<file path="src/rtl/ysyx_25040105_ifu.sv">
// Instruction fetch unit: PC, one-outstanding imem request channel, decode handoff.
// Optional performance counters are enabled by defining YSYX_25040105_IFU_PERF_EN.
module ysyx_25040105_ifu #(
    parameter logic [31:0] RESET_PC = 32'h8000_0000
) (
    input  logic        clk,
    input  logic        rst_n,
    output logic        imem_req_valid,
    input  logic        imem_req_ready,
    output logic [31:0] imem_req_addr,
    input  logic        imem_rsp_valid,
    input  logic [31:0] imem_rsp_data,
    input  logic        imem_rsp_err,
    output logic        inst_valid,
    input  logic        inst_ready,
    output logic [31:0] inst,
    output logic [31:0] inst_pc,
    output logic        inst_fault,
    input  logic        redirect_valid,
    input  logic [31:0] redirect_pc,
    input  logic        halt
`ifdef YSYX_25040105_IFU_PERF_EN
    ,
    output logic [31:0] perf_fetch_cnt,
    output logic [31:0] perf_stall_cnt
`endif
);

    typedef enum logic [2:0] {
        S_IDLE,
        S_REQ,
        S_WAIT,
        S_HOLD,
        S_HALT
    } state_t;

    state_t      state_q, state_d;
    logic [31:0] pc_q, pc_d;
    logic        discard_q, discard_d;
    logic        halt_q, halt_d;
    logic        req_valid_q, req_valid_d;
    logic [31:0] req_addr_q, req_addr_d;
    logic        inst_valid_q, inst_valid_d;
    logic [31:0] inst_q, inst_d;
    logic [31:0] inst_pc_q, inst_pc_d;
    logic        inst_fault_q, inst_fault_d;

    logic req_hs;
    logic redir;
    logic halt_now;

    assign req_hs   = req_valid_q & imem_req_ready;
    assign redir    = redirect_valid & ~halt_q;
    assign halt_now = halt | halt_q;

    always_comb begin
        state_d      = state_q;
        pc_d         = pc_q;
        discard_d    = discard_q;
        halt_d       = halt_q | halt;
        inst_d       = inst_q;
        inst_pc_d    = inst_pc_q;
        inst_fault_d = inst_fault_q;

        case (state_q)
            S_IDLE: state_d = S_REQ;
            S_REQ: begin
                // An accepted request always owes us a response, so squashing it means WAIT+discard.
                if (redir) begin
                    pc_d = redirect_pc;
                    if (req_hs) begin
                        discard_d = 1'b1;
                        state_d   = S_WAIT;
                    end
                end else if (halt_now) begin
                    if (req_hs) begin
                        discard_d = 1'b1;
                        state_d   = S_WAIT;
                    end else begin
                        state_d = S_HALT;
                    end
                end else if (pc_q[1:0] != 2'b00) begin
                    inst_d       = 32'h0;
                    inst_fault_d = 1'b1;
                    inst_pc_d    = pc_q;
                    state_d      = S_HOLD;
                end else if (req_hs) begin
                    state_d = S_WAIT;
                end
            end
            S_WAIT: begin
                if (redir) begin
                    pc_d = redirect_pc;
                    if (imem_rsp_valid) begin
                        discard_d = 1'b0;
                        state_d   = S_REQ;
                    end else begin
                        discard_d = 1'b1;
                    end
                end else if (imem_rsp_valid) begin
                    if (discard_q || halt_now) begin
                        discard_d = 1'b0;
                        state_d   = halt_now ? S_HALT : S_REQ;
                    end else begin
                        inst_d       = imem_rsp_err ? 32'h0 : imem_rsp_data;
                        inst_fault_d = imem_rsp_err;
                        inst_pc_d    = pc_q;
                        state_d      = S_HOLD;
                    end
                end else if (halt) begin
                    discard_d = 1'b1;
                end
            end
            S_HOLD: begin
                if (redir) begin
                    pc_d    = redirect_pc;
                    state_d = S_REQ;
                end else if (halt_now) begin
                    state_d = S_HALT;
                end else if (inst_ready) begin
                    pc_d    = pc_q + 32'd4;
                    state_d = S_REQ;
                end
            end
            S_HALT: state_d = S_HALT;
            default: state_d = S_IDLE;
        endcase

        // Outputs are registered from the next-state view so they line up with state_q.
        req_valid_d  = (state_d == S_REQ) && (pc_d[1:0] == 2'b00) && !halt_d;
        req_addr_d   = pc_d;
        inst_valid_d = (state_d == S_HOLD);
    end

    always_ff @(posedge clk or negedge rst_n) begin
        if (!rst_n) begin
            state_q      <= S_IDLE;
            pc_q         <= RESET_PC;
            discard_q    <= 1'b0;
            halt_q       <= 1'b0;
            req_valid_q  <= 1'b0;
            req_addr_q   <= RESET_PC;
            inst_valid_q <= 1'b0;
            inst_q       <= 32'h0;
            inst_pc_q    <= 32'h0;
            inst_fault_q <= 1'b0;
        end else begin
            state_q      <= state_d;
            pc_q         <= pc_d;
            discard_q    <= discard_d;
            halt_q       <= halt_d;
            req_valid_q  <= req_valid_d;
            req_addr_q   <= req_addr_d;
            inst_valid_q <= inst_valid_d;
            inst_q       <= inst_d;
            inst_pc_q    <= inst_pc_d;
            inst_fault_q <= inst_fault_d;
        end
    end

    assign imem_req_valid = req_valid_q;
    assign imem_req_addr  = req_addr_q;
    assign inst_valid     = inst_valid_q;
    assign inst           = inst_q;
    assign inst_pc        = inst_pc_q;
    assign inst_fault     = inst_fault_q;

`ifdef YSYX_25040105_IFU_PERF_EN
    logic [31:0] fetch_cnt_q, fetch_cnt_d;
    logic [31:0] stall_cnt_q, stall_cnt_d;

    always_comb begin
        fetch_cnt_d = fetch_cnt_q;
        stall_cnt_d = stall_cnt_q;
        if (state_q != S_HALT) begin
            if (inst_valid_q && inst_ready) begin
                fetch_cnt_d = fetch_cnt_q + 32'd1;
            end
            if (state_q == S_REQ || state_q == S_WAIT) begin
                stall_cnt_d = stall_cnt_q + 32'd1;
            end
        end
    end

    always_ff @(posedge clk or negedge rst_n) begin
        if (!rst_n) begin
            fetch_cnt_q <= 32'h0;
            stall_cnt_q <= 32'h0;
        end else begin
            fetch_cnt_q <= fetch_cnt_d;
            stall_cnt_q <= stall_cnt_d;
        end
    end

    assign perf_fetch_cnt = fetch_cnt_q;
    assign perf_stall_cnt = stall_cnt_q;
`endif

endmodule

</file>
<file path="config.mk">
export PLATFORM = sky130hd
export DESIGN_NAME = ysyx_25040105_ifu
export DESIGN_NICKNAME = d
export VERILOG_FILES = /design/src/rtl/ysyx_25040105_ifu.sv
export SDC_FILE = /design/constraint.sdc
export NUM_CORES = 1
export LEC_CHECK = 0
export ABC_AREA = 1
export BUFFER_PORTS_ARGS = -buffer_cell sky130_fd_sc_hd__buf_2
export CAP_MARGIN = 0
export CORE_MARGIN = 10
export CORE_UTILIZATION = 40
export CTS_BUF_LIST = sky130_fd_sc_hd__clkbuf_4 sky130_fd_sc_hd__clkbuf_8
export DETAILED_ROUTE_END_ITERATION = 7
export GPL_TIMING_DRIVEN = 0
export PLACE_DENSITY = 0.65
export SYNTH_ARGS = -nofsm -noshare
export SYNTH_HDL_FRONTEND = slang
export SYNTH_SLANG_ARGS = --single-unit
</file>
<file path="constraint.sdc">
create_clock -name clk -period 1.81 [get_ports clk]
set_input_delay 0.362 -clock clk [delete_from_list [all_inputs] [get_ports clk]]
set_output_delay 0.362 -clock clk [all_outputs]
set_load 0.01 [all_outputs]
</file>
Word-level counts from Yosys, hierarchy flattened
Index checks and enable logic that the tools add are counted.
{"block": "word_totals", "wordCells": 96, "register_bits": 104}
{"block": "op_classes", "add_sub_neg": 1, "muxes": 50, "reduce_logical": 13, "n_eq_ne": 18, "bitwise": 4}
{"cell": "$mux W32", "n": 17}
{"cell": "$pmux W32 S2", "n": 3}
{"cell": "$mux W3", "n": 13}
{"cell": "$add A32 B3 Y32 const B", "n": 1}
{"cell": "$pmux W3 S5", "n": 1}
{"cell": "$mux W1", "n": 14}
{"cell": "$ne A2 B2 Y1 const B", "n": 6}
{"cell": "$eq A3 B2 Y1 const B", "n": 3}
{"cell": "$ne A3 B3 Y1 const B", "n": 3}
{"cell": "$ne A4 B4 Y1 const B", "n": 2}
{"cell": "$reduce_and A4 Y1", "n": 2}
{"cell": "$reduce_and A7 Y1", "n": 1}
{"cell": "$eq A3 B1 Y1 const B", "n": 2}
{"cell": "$reduce_bool A2 Y1", "n": 3}
{"cell": "$pmux W1 S2", "n": 2}
{"cell": "$eq A3 B3 Y1 const B", "n": 1}
{"cell": "$logic_not A3 Y1", "n": 1}
{"cell": "$and A1 B1 Y1", "n": 2}
{"cell": "$logic_and A1 B1 Y1", "n": 2}
{"cell": "$logic_not A2 Y1", "n": 1}
{"cell": "$ne A2 B1 Y1 const B", "n": 1}
{"cell": "$reduce_or A2 Y1", "n": 1}
{"cell": "$logic_not A1 Y1", "n": 1}
{"cell": "$logic_or A1 B1 Y1", "n": 1}
{"cell": "2 further kinds", "n": 2}

Longest topological paths before layout
Gate-level depths: netlist (run 1).
{"block": "depth", "ltp_word": 9, "depth_mapped": 10}

Worst setup path before layout (run 1)
OpenSTA, ideal clock, no wires.
{"block": "synth_timing", "kind": "register to register", "from": "register, netlist name imem_req_addr[3]", "to": "register req_addr_q[22], in the netlist imem_req_addr[22]", "setup_slack_ns": 0.294, "required_ns": 1.727, "stages_incl_launch_ff": 10, "n_path_buf": 0, "arrival_time_ns": 1.433, "setup_time_ns": 0.083, "path_cell_list": "dfrtp_1 ha_1 nand2_1 nor2_1 nand2_1 nor2_1 nand2_1 o21ai_0 nand2_1 o21ai_0"}
{"item": "end signal: assignment", "line": "153", "text": "req_addr_q <= req_addr_d;"}
{"item": "end: declaration", "line": "42", "text": "logic [31:0] req_addr_q, req_addr_d;"}

Worst setup path in the final report (run 1)
{"block": "layout_timing", "from": "register state_q[2]", "to": "register req_addr_q[10], in the netlist imem_req_addr[10]"}
{"block": "layout_via", "elab_chain_cells": 4, "elab_cells_between_ends": 10, "cone_classes": "eq/ne (6); mux (1); reduce/logical (3)"}
{"item": "start: declaration", "line": "37", "text": "state_t state_q, state_d;"}
{"item": "start signal: assignment", "line": "148", "text": "state_q <= state_d;"}
{"item": "$eq A3 B2 Y1 or $eq A3 B1 Y1 (tied branches)", "line": "65", "text": "case (state_q)"}
{"item": "$reduce_or A2 Y1 (no line)"}
{"item": "$ne A2 B1 Y1 (no line) or $reduce_bool A2 Y1 (tied branches)"}
{"item": "$reduce_and A4 Y1 (no line)"}
Several ways; a longest one is shown, not always the timed one.
A chain may end at the register's enable or synchronous reset.

==> results of run 1 <==
-- worst reg2reg max path: stages (launching register included) --
cell and delay [ps]:
dfrtp_2 470, inv_4 110, nand3_2 100, nor2_4 200
o21ai_1 130, nand3_4 170, buf_4 230, nand2_1 80
o21a_1 110
-- layout make-up --
cell class                      instances  area [um2]  area share (%)
Timing Repair Buffer                  177         928            13.6
Clock inverter                          7         101            1.49
Multi-Input combinational cell        519        2340            34.4
Tap cell                              172         215            3.16
Inverter                               83         317            4.64
Buffer                                 24         180            2.64
Sequential cell                       104        2610            38.3
Clock buffer                            9         124            1.82
-- power by group through the flow --
stage	clock [mW]	combinational [mW]	sequential (mW)
after floorplan	0	0.00487	2.37
after global placement	0	0.134	2.37
after detailed placement	0	0.142	2.37
after CTS	1.72	0.145	2.32
after global routing	1.83	0.159	2.33
final	1.67	0.142	2.32
-- through the flow --
stage | std cells | TNS (ps) | total power [mW]
2_1_floorplan | 730 | 0 | 2.38
3_5_place_dp | 1073 | -8610 | 2.51
4_1_cts | 1090 | 0 | 4.19
6_report | 1095 | 0 | 4.13
3_3_place_gp | 1072 | -96620 | 2.50
5_1_grt | 1095 | 0 | 4.31
-- synth_stat cells (all sizes together), types with 2 or more instances --
cell type  count
nand3b         2
nor2          70
a21oi         32
a21boi         3
o21ai         67
nand2        291
clkbuf         7
nand3         40
inv           83
nand4          7
dfrtp        103
buf           17
-- metal layers --
layer	up-vias	GRT usage [%]	share of wire, %
met5	-	0	0
met4	0	6.76	1.5
met2	182	29.8	46
met3	14	4.45	6.9
met1	2446	25.4	46
li1	2668	-	-
-- worst paths after layout --
| kind | endpoint | slack, ps |
|---|---|---|
| worst min register to register | inst_pc[4] | 470 |
| worst min-delay path | inst[21] | 160 |
| worst max-delay path | imem_req_addr[10] | 120 |
| worst max register to register | imem_req_addr[10] | 120 |
| min in group asynchronous | inst[15] | 500 |
| max in group asynchronous | imem_req_addr[31] | 560 |
-- sequential cells by signal, indices dropped and copies added, names as in the netlist --
signal          flops
state_q             3
inst_fault          1
imem_req_valid      1
inst               32
halt_q              1
inst_pc            32
inst_valid          1
imem_req_addr      32
discard_q           1
-- timing repair --
item / in CTS / in global routing
setup buffers: 0 / 5
endpoints found under the hold margin: 41 / 0
hold buffers: 1 / 0
resized for setup: 12 / 47
pin swaps: 0 / 6
setup endpoints to repair: 42 / 92
-- cells by family (layout without fill, tap and decap cells) --
kind of cell | after synthesis | in the layout
flops | 104 | 104
fa+ha+maj | 1 | 1
buf+inv | 107 | 300
compound gates | 106 | 106
simple gates | 412 | 412
==> metrics.txt, run 1 <==
hpwl dp ~14,000 um; CTS Buf Count 9; fin nets between 900 and 1,000; CTS tree done; Worst Setup SP state_q[2]; slowest CP cell dfrtp_2; initial antenna violation count 0; Routed Wire Length 17,500 um; Routed Antenna Nets 0; register bit total from synthesis approximately 100; Syn Inst Count 730; main flop type after synthesis dfrtp_1; Synth area leaders dfrtp_1 (49%), nand2_1 (21%), o21ai_0 (6.1%), inv_1 (5.7%), nor2_1 (4.7%); Worst path depth 8; status completed; R2R depth 8; nature of the critical path endpoint flop; endpoints failing setup 0; Bufs and invs on worst path 2; Reg-to-Reg Start state_q[2]; Max Root-Sink Buffers 2; DRT iter0 DRCs 436; CTS clk-pin slew, worst paths 100 ps; Top delay family on crit path simple AND/OR/NAND/NOR gates; peak supply drop a little under 0.0003 V; sequential area share after synthesis slightly below 50%; library cells used by synthesis 30; largest area contributor in the netlist dfrtp_1; Vias/cell 4.85; final core utilization between 50% and 60%; post-route design area just under 0.007 mm2; I/O Pins 171; wire length per cell 16.0 um; Startpoint Class flop; Yosys top cell area share 48.7%; max-slew violations 0; Synth async-reset ratio 100%; combinational family with the most area after synthesis simple AND/OR/NAND/NOR gates; Die Span X 135 um; Core Footprint between 0.01 and 0.015 mm2; Worst Clk Skew 11.0 ps; # fillers 1,263; Placement Rows 41; syn_area_per_cell a little over 7 um2; Switch Pwr 0.950 mW; diodes inserted 0; Post-Synth XOR/XNOR Area 0%; Max Clk Rate 593 MHz; Internal 3.18 mW; pre-CTS setup slack -318 ps; clock sink count approximately 100; final worst slack approximately 120 ps; commonest non-fill, non-tap cell in the layout nand2_1; Pleak 3.93 nW; total of max-cap violations 0; port buffer count 170; Remaining Overflow, GRT 0; Sw Ratio roughly 23%; Vias 5,310; gp weighted congestion 0.967; Post-Syn Area 0.00529 mm2; largest net degree at the start of global routing 61; clock latency at the later pin of the worst-skew pair 390 ps; # H-tree levels 3; Clock power frac between 40% and 50%; Area Growth Syn to Fin 28.9%; Compound-Gate Fraction of Synth Area 10.4%; CTS root buf clkbuf_8; Reg power frac 56.3%; worst-path fanout max 10; Post-synth EDFFs 0; CP required 2100 ps; post-route minimum period 1690 ps; share of synthesized area spent on multiplexers 0%; launch point of the worst hold path imem_rsp_data[21]; share of cells above drive strength 1 between 20% and 30%; Combinational Power Share approximately 3.4%; syn_nets 803; Hold Path Class in -> reg; final hold slack 161 ps; crit path cell chain inv_4, nand3_2, nor2_4, o21ai_1, nand3_4, buf_4, nand2_1, o21a_1; fin crit share 93.2%; first-pass GRT wire length ~28,000 um; Post-Synth Adder-Cell Area 0.237%; Syn. warnings 0; placed instance area 0.00638 mm2; Fin. Hold Viols 0; unrepaired setup endpoints after global routing false; CP max stage delay 470 ps; total track usage 19.1%; WP data arrival around 2000 ps; Worst-Margin Slew 616 ps; P per Cell Area 606 mW/mm2; initial core utilization 41.4%; most frequent cells in the layout nand2_1 (287), buf_2 (173), dfrtp_1 (99); # DRC 0; Hold Path Stages 3; die height 135 um; Worst slew margin 59.0%; die area approximately 0.018 mm2; crit path kind reg -> reg; vias in the first global route around 5,200; DR pass1 iterations 5; simple-gate share of the synthesized area 31.5%
Power figures use the tool's default switching activity.
==> run 2: changes to the inputs <==
CTS_CLUSTER_SIZE = 16   (was unset)
PLACE_DENSITY = unset   (was 0.65)
PLACE_DENSITY_LB_ADDON = 0.08   (was unset)
==> run 2 against run 1 <==
Against the previous run: wire length grew 2.3%; utilization shrank 0.25 points; sequential power is essentially flat; highest routed layer unchanged; setup slack lost 60 ps; via count grew 2.4%; largest power group unchanged; critical path type unchanged; non-clock buffer count shrank 1.
==> metrics.txt, run 2 (synthesized netlist as in run 1, its figures left out) <==
total track usage 19.4% (+0.32 points); total of max-cap violations 0 (unchanged); diodes inserted 0 (unchanged); gp weighted congestion 0.941 (-2.7%); Hold Path Class in -> async; Max Root-Sink Buffers 2 (unchanged); Worst-Margin Slew 718 ps (+103 ps); crit path kind reg -> reg; die height 135 um (unchanged); P per Cell Area 597 mW/mm2 (-1.4%); # DRC 0 (unchanged); port buffer count 170 (unchanged); initial antenna violation count 0 (unchanged); post-route design area 0.00679 mm2 (-0.48%); Combinational Power Share 3.4% (about the same); CTS clk-pin slew, worst paths 100 ps (about the same); die area 0.0182 mm2 (unchanged); commonest non-fill, non-tap cell in the layout nand2_1; Remaining Overflow, GRT 0 (unchanged); # H-tree levels 3 (unchanged); Vias 5,436 (+2.4%); DRT iter0 DRCs 549 (+26%); hpwl dp 14,000 um (+2.4%); Sw Ratio 23.3% (+0.35 points); fin nets 990 (-0.10%); clock sink count 104 (unchanged); initial core utilization 41.4% (unchanged); CTS tree done; Startpoint Class flop; largest net degree at the start of global routing 55 (-9.8%); peak supply drop 0.000296 V (about the same); fin crit share 96.6% (+3.3 points); Die Span X 135 um (unchanged); max-slew violations 0 (unchanged); CP max stage delay 460 ps (about the same); worst-path fanout max 10 (unchanged); most frequent cells in the layout nand2_1 (287), buf_2 (173), dfrtp_1 (100); WP data arrival 2030 ps (+60 ps); status completed; first-pass GRT wire length 28,400 um (+2.6%); placed instance area 0.00638 mm2 (unchanged); Worst Clk Skew 9.86 ps (-1.11 ps); # fillers 1,314 (+4.0%); Routed Antenna Nets 0 (unchanged); Routed Wire Length 17,900 um (+2.3%); DR pass1 iterations 5 (unchanged); Max Clk Rate 572 MHz (-3.5%); CP required 2090 ps (about the same); Fin. Hold Viols 0 (unchanged); final core utilization 53.1% (-0.25 points); crit path cell chain inv_4, nand3_2, nor2_4, o21ai_1, nand3_4, inv_4, buf_4, nand2_1, nand2_1; Clock power frac 39.3% (-1.0 points); clock latency at the later pin of the worst-skew pair 390 ps (about the same); vias in the first global route 5,270 (+1.1%); Core Footprint 0.0128 mm2 (unchanged); unrepaired setup endpoints after global routing true; I/O Pins 171 (unchanged); endpoints failing setup 0 (unchanged); Internal 3.11 mW (-2.3%); Reg power frac 57.3% (+1.0 points); Pleak 3.91 nW (-0.49%); Switch Pwr 0.946 mW (-0.41%); nature of the critical path endpoint flop; post-route minimum period 1750 ps (+60.4 ps); final hold slack 15.9 ps (-145 ps); share of cells above drive strength 1 26.7% (-0.19 points); wire length per cell 16.4 um (+2.4%); Worst slew margin 52.1% (-6.8 points); CTS Buf Count 9 (unchanged); Area Growth Syn to Fin 28.3%; CTS root buf clkbuf_8; Vias/cell 4.97 (+2.5%); Placement Rows 41 (unchanged); slowest CP cell dfrtp_2
-- run 2: final timing paths --
path | startpoint | end | slack, ps | depth (start not counted)
hold / removal | rst_n | inst[17] | 20 | 1
max in group asynchronous | rst_n | inst_pc[26] | 1090 | 2
min in group clk | imem_rsp_data[29] | inst[29] | 160 | 3
setup reg to reg | state_q[2] | imem_req_addr[20] | 60 | 9
hold reg to reg | inst_pc[4] | inst_pc[4] | 480 | 2
setup / recovery | state_q[2] | imem_req_addr[20] | 60 | 9
-- run 2: repair_timing --
| item | CTS | global route |
|---|---|---|
| hold buffers | 0 | 0 |
| gates resized for setup | 14 | 39 |
| pin swaps | 0 | 4 |
| endpoints found under the hold margin | 0 | 0 |
| setup buffers | 0 | 5 |
| setup endpoints to repair | 46 | 81 |
-- run 2: power by group through the flow --
stage	logic, mW	clock network, mW	registers, mW
after global placement	0.131	0	2.37
after floorplan	0.00487	0	2.37
after detailed placement	0.140	0	2.37
after CTS	0.141	1.64	2.32
after global routing	0.155	1.72	2.33
final	0.138	1.59	2.32
-- run 2: area by class of cell --
class	instances	area, um2	share of cell area (%)
clock inverters	5	62.6	0.922
repair buffers	176	918	13.5
well taps	172	215	3.17
flip-flops and latches	104	2610	38.4
plain buffers	24	178	2.62
clock buffers	11	151	2.23
inverters	83	317	4.67
multi-input cells	519	2340	34.4
-- run 2: metrics by stage --
step / cells / worst slack [ps] / power (mW) / setup TNS, ps
floorplan: 730 / 294 / 2.38 / 0
global placement: 1072 / -819 / 2.50 / -89290
detailed placement: 1073 / -253 / 2.51 / -5300
CTS: 1089 / 9.48 / 4.10 / 0
global route: 1094 / -36.2 / 4.20 / -351
finish: 1094 / 62.2 / 4.05 / 0
-- run 2: metal layers --
layer | routed length (um) | track usage (%) | vias to the layer above
li1 | - | - | 2659
met1 | 8130 | 25.7 | 2563
met2 | 8100 | 30.2 | 192
met3 | 1400 | 5.19 | 22
met4 | 309 | 6.46 | 0
met5 | 0 | 0 | -
-- run 2: critical path, delay by kind of cell, from the launching register on --
| family | cells | cell delay (ps) |
|---|---|---|
| AOI/OAI and AO/OA | 1 | 130 |
| DFF | 1 | 460 |
| and+or+nand+nor | 5 | 660 |
| buffers and inverters | 3 | 390 |
